--- config.mk ---
export PLATFORM = sky130hd
export DESIGN_NAME = divider_const_arb
export DESIGN_NICKNAME = d
export VERILOG_FILES = /design/src/rtl/divider_const_arb.sv
export SDC_FILE = /design/constraint.sdc
export NUM_CORES = 1
export LEC_CHECK = 0
export BUFFER_PORTS_ARGS = -buffer_cell sky130_fd_sc_hd__buf_4
export CAP_MARGIN = 20
export CORE_MARGIN = 4
export CORE_UTILIZATION = 41
export CTS_CLUSTER_SIZE = 16
export DETAILED_ROUTE_END_ITERATION = 12
export GPL_TIMING_DRIVEN = 0
export REMOVE_ABC_BUFFERS = 1
export SLEW_MARGIN = 30
export SYNTH_ARGS = -nofsm -noshare
export SYNTH_HDL_FRONTEND = slang
export SYNTH_SLANG_ARGS = --single-unit
--- constraint.sdc ---
create_clock -name clk -period 6.53 [get_ports clk]
set_input_delay 1.306 -clock clk [delete_from_list [all_inputs] [get_ports clk]]
set_output_delay 1.306 -clock clk [all_outputs]
set_load 0.02 [all_outputs]
--- src/rtl/divider_const_arb.sv ---
// divider_const_arb: four-way round-robin front end sharing one pipelined reciprocal-multiply constant divider.
module divider_const_arb #(
  parameter int BWI1 = 10,
  parameter int BWI2 = 14,
  parameter int BWO1 = 10,
  parameter logic [BWI2-1:0] CONST_MULTI = 14'b00010111010010,
  parameter int DIVISOR = 11,
  parameter int BWR = 4
) (
  input  logic            clk,
  input  logic            rst,
  input  logic [3:0]      req_valid,
  input  logic [4*BWI1-1:0] req_data,
  output logic [3:0]      req_ready,
  output logic            res_valid,
  input  logic            res_ready,
  output logic [1:0]      res_id,
  output logic [BWO1-1:0] res_quot,
  output logic [BWR-1:0]  res_rem,
  output logic            res_fixed,
  output logic            busy
);
  localparam int PW = BWI1 + BWI2;
  localparam int QW = PW - BWI2;
  localparam int TW = PW + 2;
  logic [1:0] ptr_q, ptr_d, gid;
  logic [3:0] grant;
  logic en, xfer, ld;
  logic s1_v_q, s1_v_d, s2_v_q, s2_v_d;
  logic [1:0] s1_id_q, s1_id_d, s2_id_q, s2_id_d;
  logic [BWI1-1:0] s1_x_q, s1_x_d, s2_x_q, s2_x_d;
  logic [PW-1:0] s2_prod_q, s2_prod_d;
  logic [QW-1:0] q_raw;
  logic signed [TW-1:0] t;
  logic neg, over;
  logic [BWO1-1:0] quot_c;
  logic [BWR-1:0] rem_c;
  logic res_valid_q, res_valid_d, res_fixed_q, res_fixed_d;
  logic [1:0] res_id_q, res_id_d;
  logic [BWO1-1:0] res_quot_q, res_quot_d;
  logic [BWR-1:0] res_rem_q, res_rem_d;
  // Descending scan so the requester closest to ptr wins.
  always_comb begin
    grant = '0;
    gid = ptr_q;
    for (int k = 3; k >= 0; k--) begin
      if (req_valid[ptr_q + 2'(k)]) begin
        gid = ptr_q + 2'(k);
        grant = 4'b1 << gid;
      end
    end
  end
  always_comb begin
    en = !res_valid_q | res_ready;
    req_ready = (en && !rst) ? grant : '0;
    xfer = |req_ready;
    ptr_d = xfer ? gid + 2'd1 : ptr_q;
    s1_v_d = en ? xfer : s1_v_q;
    s1_x_d = xfer ? req_data[gid*BWI1 +: BWI1] : s1_x_q;
    s1_id_d = xfer ? gid : s1_id_q;
    s2_v_d = en ? s1_v_q : s2_v_q;
    s2_x_d = en ? s1_x_q : s2_x_q;
    s2_id_d = en ? s1_id_q : s2_id_q;
    s2_prod_d = en ? PW'(s1_x_q) * PW'(CONST_MULTI) : s2_prod_q;
    q_raw = s2_prod_q[PW-1:BWI2];
    t = TW'(s2_x_q) - TW'(q_raw) * TW'(DIVISOR);
    neg = t[TW-1];
    over = !neg && (t >= TW'(DIVISOR));
    quot_c = BWO1'(neg ? q_raw - QW'(1) : over ? q_raw + QW'(1) : q_raw);
    rem_c = BWR'(neg ? t + TW'(DIVISOR) : over ? t - TW'(DIVISOR) : t);
    ld = en & s2_v_q;
    res_valid_d = en ? s2_v_q : res_valid_q;
    res_id_d = ld ? s2_id_q : res_id_q;
    res_quot_d = ld ? quot_c : res_quot_q;
    res_rem_d = ld ? rem_c : res_rem_q;
    res_fixed_d = ld ? (neg | over) : res_fixed_q;
  end
  always_ff @(posedge clk or posedge rst) begin
    if (rst) begin
      ptr_q <= '0;
      s1_v_q <= 1'b0;
      s1_id_q <= '0;
      s1_x_q <= '0;
      s2_v_q <= 1'b0;
      s2_id_q <= '0;
      s2_x_q <= '0;
      s2_prod_q <= '0;
      res_valid_q <= 1'b0;
      res_id_q <= '0;
      res_quot_q <= '0;
      res_rem_q <= '0;
      res_fixed_q <= 1'b0;
    end else begin
      ptr_q <= ptr_d;
      s1_v_q <= s1_v_d;
      s1_id_q <= s1_id_d;
      s1_x_q <= s1_x_d;
      s2_v_q <= s2_v_d;
      s2_id_q <= s2_id_d;
      s2_x_q <= s2_x_d;
      s2_prod_q <= s2_prod_d;
      res_valid_q <= res_valid_d;
      res_id_q <= res_id_d;
      res_quot_q <= res_quot_d;
      res_rem_q <= res_rem_d;
      res_fixed_q <= res_fixed_d;
    end
  end
  assign res_valid = res_valid_q;
  assign res_id = res_id_q;
  assign res_quot = res_quot_q;
  assign res_rem = res_rem_q;
  assign res_fixed = res_fixed_q;
  assign busy = s1_v_q | s2_v_q | res_valid_q;
endmodule

==> flow_summary.toml <==
[status]
status = "completed"

[clocking]
cts_hold_buf = 0
cts_root_buffer = "clkbuf_16"
clk_latency_ns = 0.29
cts_buffers = 5
h-tree-depth = 2
cts_max_path_buffers = 2
clkSinkCount = 52
cts_tree = "yes"
post-cts-setup-buffers = 0
path_clk_slew_ns = 0.08
cts_resized = 0

[route]
dr.pass1.iters = 4
drc = 0
vias = 4412
drtIter0Drc = 168
routed_wl_mm = 11.5
antenna_left = 0
post_drt_wl_per_cell_um = 13.8
post_drt_via_cell_ratio = 5.28

[setup_path]
crit_start = "s1_x_q[3]"
crit_buf_inv = 2
timing.rr.end = "s2_prod_q[20]"
cp.required_ns = 6.69
critical_path.top_delay_family = "adder cells"
cpMaxStageDelayCell = "dfrtp_1"
critPathArrivalTime_ns = 5.18
reg2reg_depth = 16
r2r_slack_ns = 1.51
crit_fanout = 8
setup.worst_path.class = "flop to flop"
cp-start-kind = "flop"
cp_num_cells = 16
setup.worst_path.end_class = "flop"
crit_path_cell_trace = "ha_1 -> ha_1 -> inv_1 -> fa_1 -> fa_1 -> fa_1 -> inv_1 -> ha_1 -> a21o_1 -> a21o_1 -> a211oi_1 -> o22ai_1 -> o41a_1 -> a211oi_1 -> xnor2_1 -> a21oi_1"
cp_slowest_stage_delay_ns = 0.57
endpoint = "s2_prod_q[20]"
timing.rr.start = "s1_x_q[3]"

[placed_design]
numPortBuffers = 69
dp_slack_ns = 1.42
gp_congestion = 0.896
dpl.hpwl_mm = 9.55

[final_layout]
drive_gt1_frac = 0.188
final_common_cell = "ha_1"
nets = 835
area_delta_synth_final_pct = 14.7
mostFrequentLayoutCells = "ha_1 (98), inv_1 (91), buf_4 (71), dfrtp_1 (52), nand2_1 (48)"
insertedDiodeCount = 0

[sta]
post-route-period-util = 0.769
setup_violations = 0
fin_ws_ns = 1.51
skew_ns = 0.00467
tightest_slew_ns = 0.713
rsz0062_at_grt = "false"
max_freq_ghz = 0.199
fin_setup_tns_ns = 0
hold_violations = 0
fin_crit_ns = 5.02
drv_slew = 0
timing.slew.headroom = 0.522

[die]
die_height_um = 127
rows = 43
core_sq_um = 13900
start_util = 0.417
die_w_um = 127
pin_count = 70
fp.dieArea_sq_um = 16100

[global_routing]
grt_max_degree = 53
antenna_found_initial = 0
grtUsageTotal = 0.153
grt_pass1_vias = 4499
grt-ovfl-total = 0
grt_pass1_wl_mm = 20.6

[synth]
synth.distinct_cells = 61
yosysWarnings = 0
synth_edf_count = 0
postSynth.asyncResetShare = 1.00
syn_inst = 595
synth.top_cell.area_share = 0.225
syn-mean-instance-area_sq_um = 9.74
synth_largest_area_cell = "dfrtp_1"
synth-seq-area-share = 0.225
ys_ff_latch = 52
synth_ff_type = "dfrtp_1"
synthTopCellsByArea = "dfrtp_1 (22%), ha_1 (21%), fa_1 (12%), inv_1 (6.0%), mux4_2 (5.4%)"
synth.cell_area_sq_um = 5790

[worst_hold_path]
hp-start = "s2_id_q[1]"
hold_path.class = "flop to flop"

[job]
max-cap-violations = 0
==> registers in the layout, summed over array words and instances (netlist names), 2 cells and up <==
| name | cells |
|---|---|
| s1_id_q | 2 |
| res_id | 2 |
| s2_id_q | 2 |
| s2_prod_q | 7 |
| s1_x_q | 10 |
| s2_x_q | 10 |
| res_rem | 4 |
| res_quot | 9 |
| ptr_q | 2 |
==> cell usage after synthesis (4+ instances only) <==
library cell  count
ha_1             98
inv_1            92
dfrtp_1          52
nand2_1          48
fa_1             35
nor2_1           32
o21ai_0          29
a21oi_1          20
mux4_2           14
clkbuf_1         13
nand3_1          13
nor3_1           11
mux2_2           10
xnor2_1          10
xor2_1            9
a21o_1            8
a211oi_1          6
nand4_1           6
nor2b_1           6
o31ai_1           5
a311oi_1          4
mux2_4            4
mux2i_1           4
or4_1             4
==> worst min path at each step <==
stage	to	slack [ns]	cells after the start
final	s2_id_q[1]	0.47	2
after global routing	s2_id_q[1]	0.51	2
after CTS	s2_id_q[1]	0.48	2
after detailed placement	s2_id_q[1]	0.46	2
after global placement	s2_id_q[1]	0.45	2
after floorplan	res_id[0]	0.44	2
==> cell type report <==
type,instances,area (sq um)
clock buffers,5,125
clock inverters,3,27.5
fillers,1317,7230
inverters,92,348
multi-input cells,432,4080
flip-flops and latches,52,1300
well taps,180,225
repair buffers,72,544
==> cells by family after synthesis <==
| family | after synthesis | share of synthesized area |
|---|---|---|
| adders and majority gates | 133 | 0.333 |
| and+or+nand+nor | 143 | 0.124 |
| AOI/OAI and AO/OA | 105 | 0.124 |
| muxes | 32 | 0.0911 |
| buffers and inverters | 111 | 0.0758 |
| DFF | 52 | 0.225 |
| xor gates and xnor gates | 19 | 0.0287 |
==> worst reg2reg max path, stage by stage (launching register included) <==
cell and delay [ns]:
dfrtp_1 0.57, ha_1 0.32, ha_1 0.28, inv_1 0.06, fa_1 0.52, fa_1 0.52, fa_1 0.52, inv_1 0.04
ha_1 0.30, a21o_1 0.16, a21o_1 0.17, a211oi_1 0.31, o22ai_1 0.20, o41a_1 0.42, a211oi_1 0.28, xnor2_1 0.15
a21oi_1 0.08
==> per-stage QoR <==
stage          hold slack (ns)   util  instance area (sq um)  std cells
6_report                 0.473  0.479                   6650        836
5_1_grt                  0.507  0.479                   6650        836
4_1_cts                  0.476  0.479                   6640        836
3_5_place_dp             0.457  0.468                   6490        828
3_3_place_gp             0.452  0.464                   6440        825
2_1_floorplan            0.439      -                   5700        576
==> metal layers <==
metal,part of all wire,GRT usage,up-vias
li1,-,-,2198
met1,0.47,0.206,2109
met2,0.47,0.258,92
met3,0.042,0.0269,13
met4,0.017,0.0334,0
met5,0,0,-
Power is not shown: default switching activity piles up to over one toggle a cycle in this logic, so the estimate is an artifact.
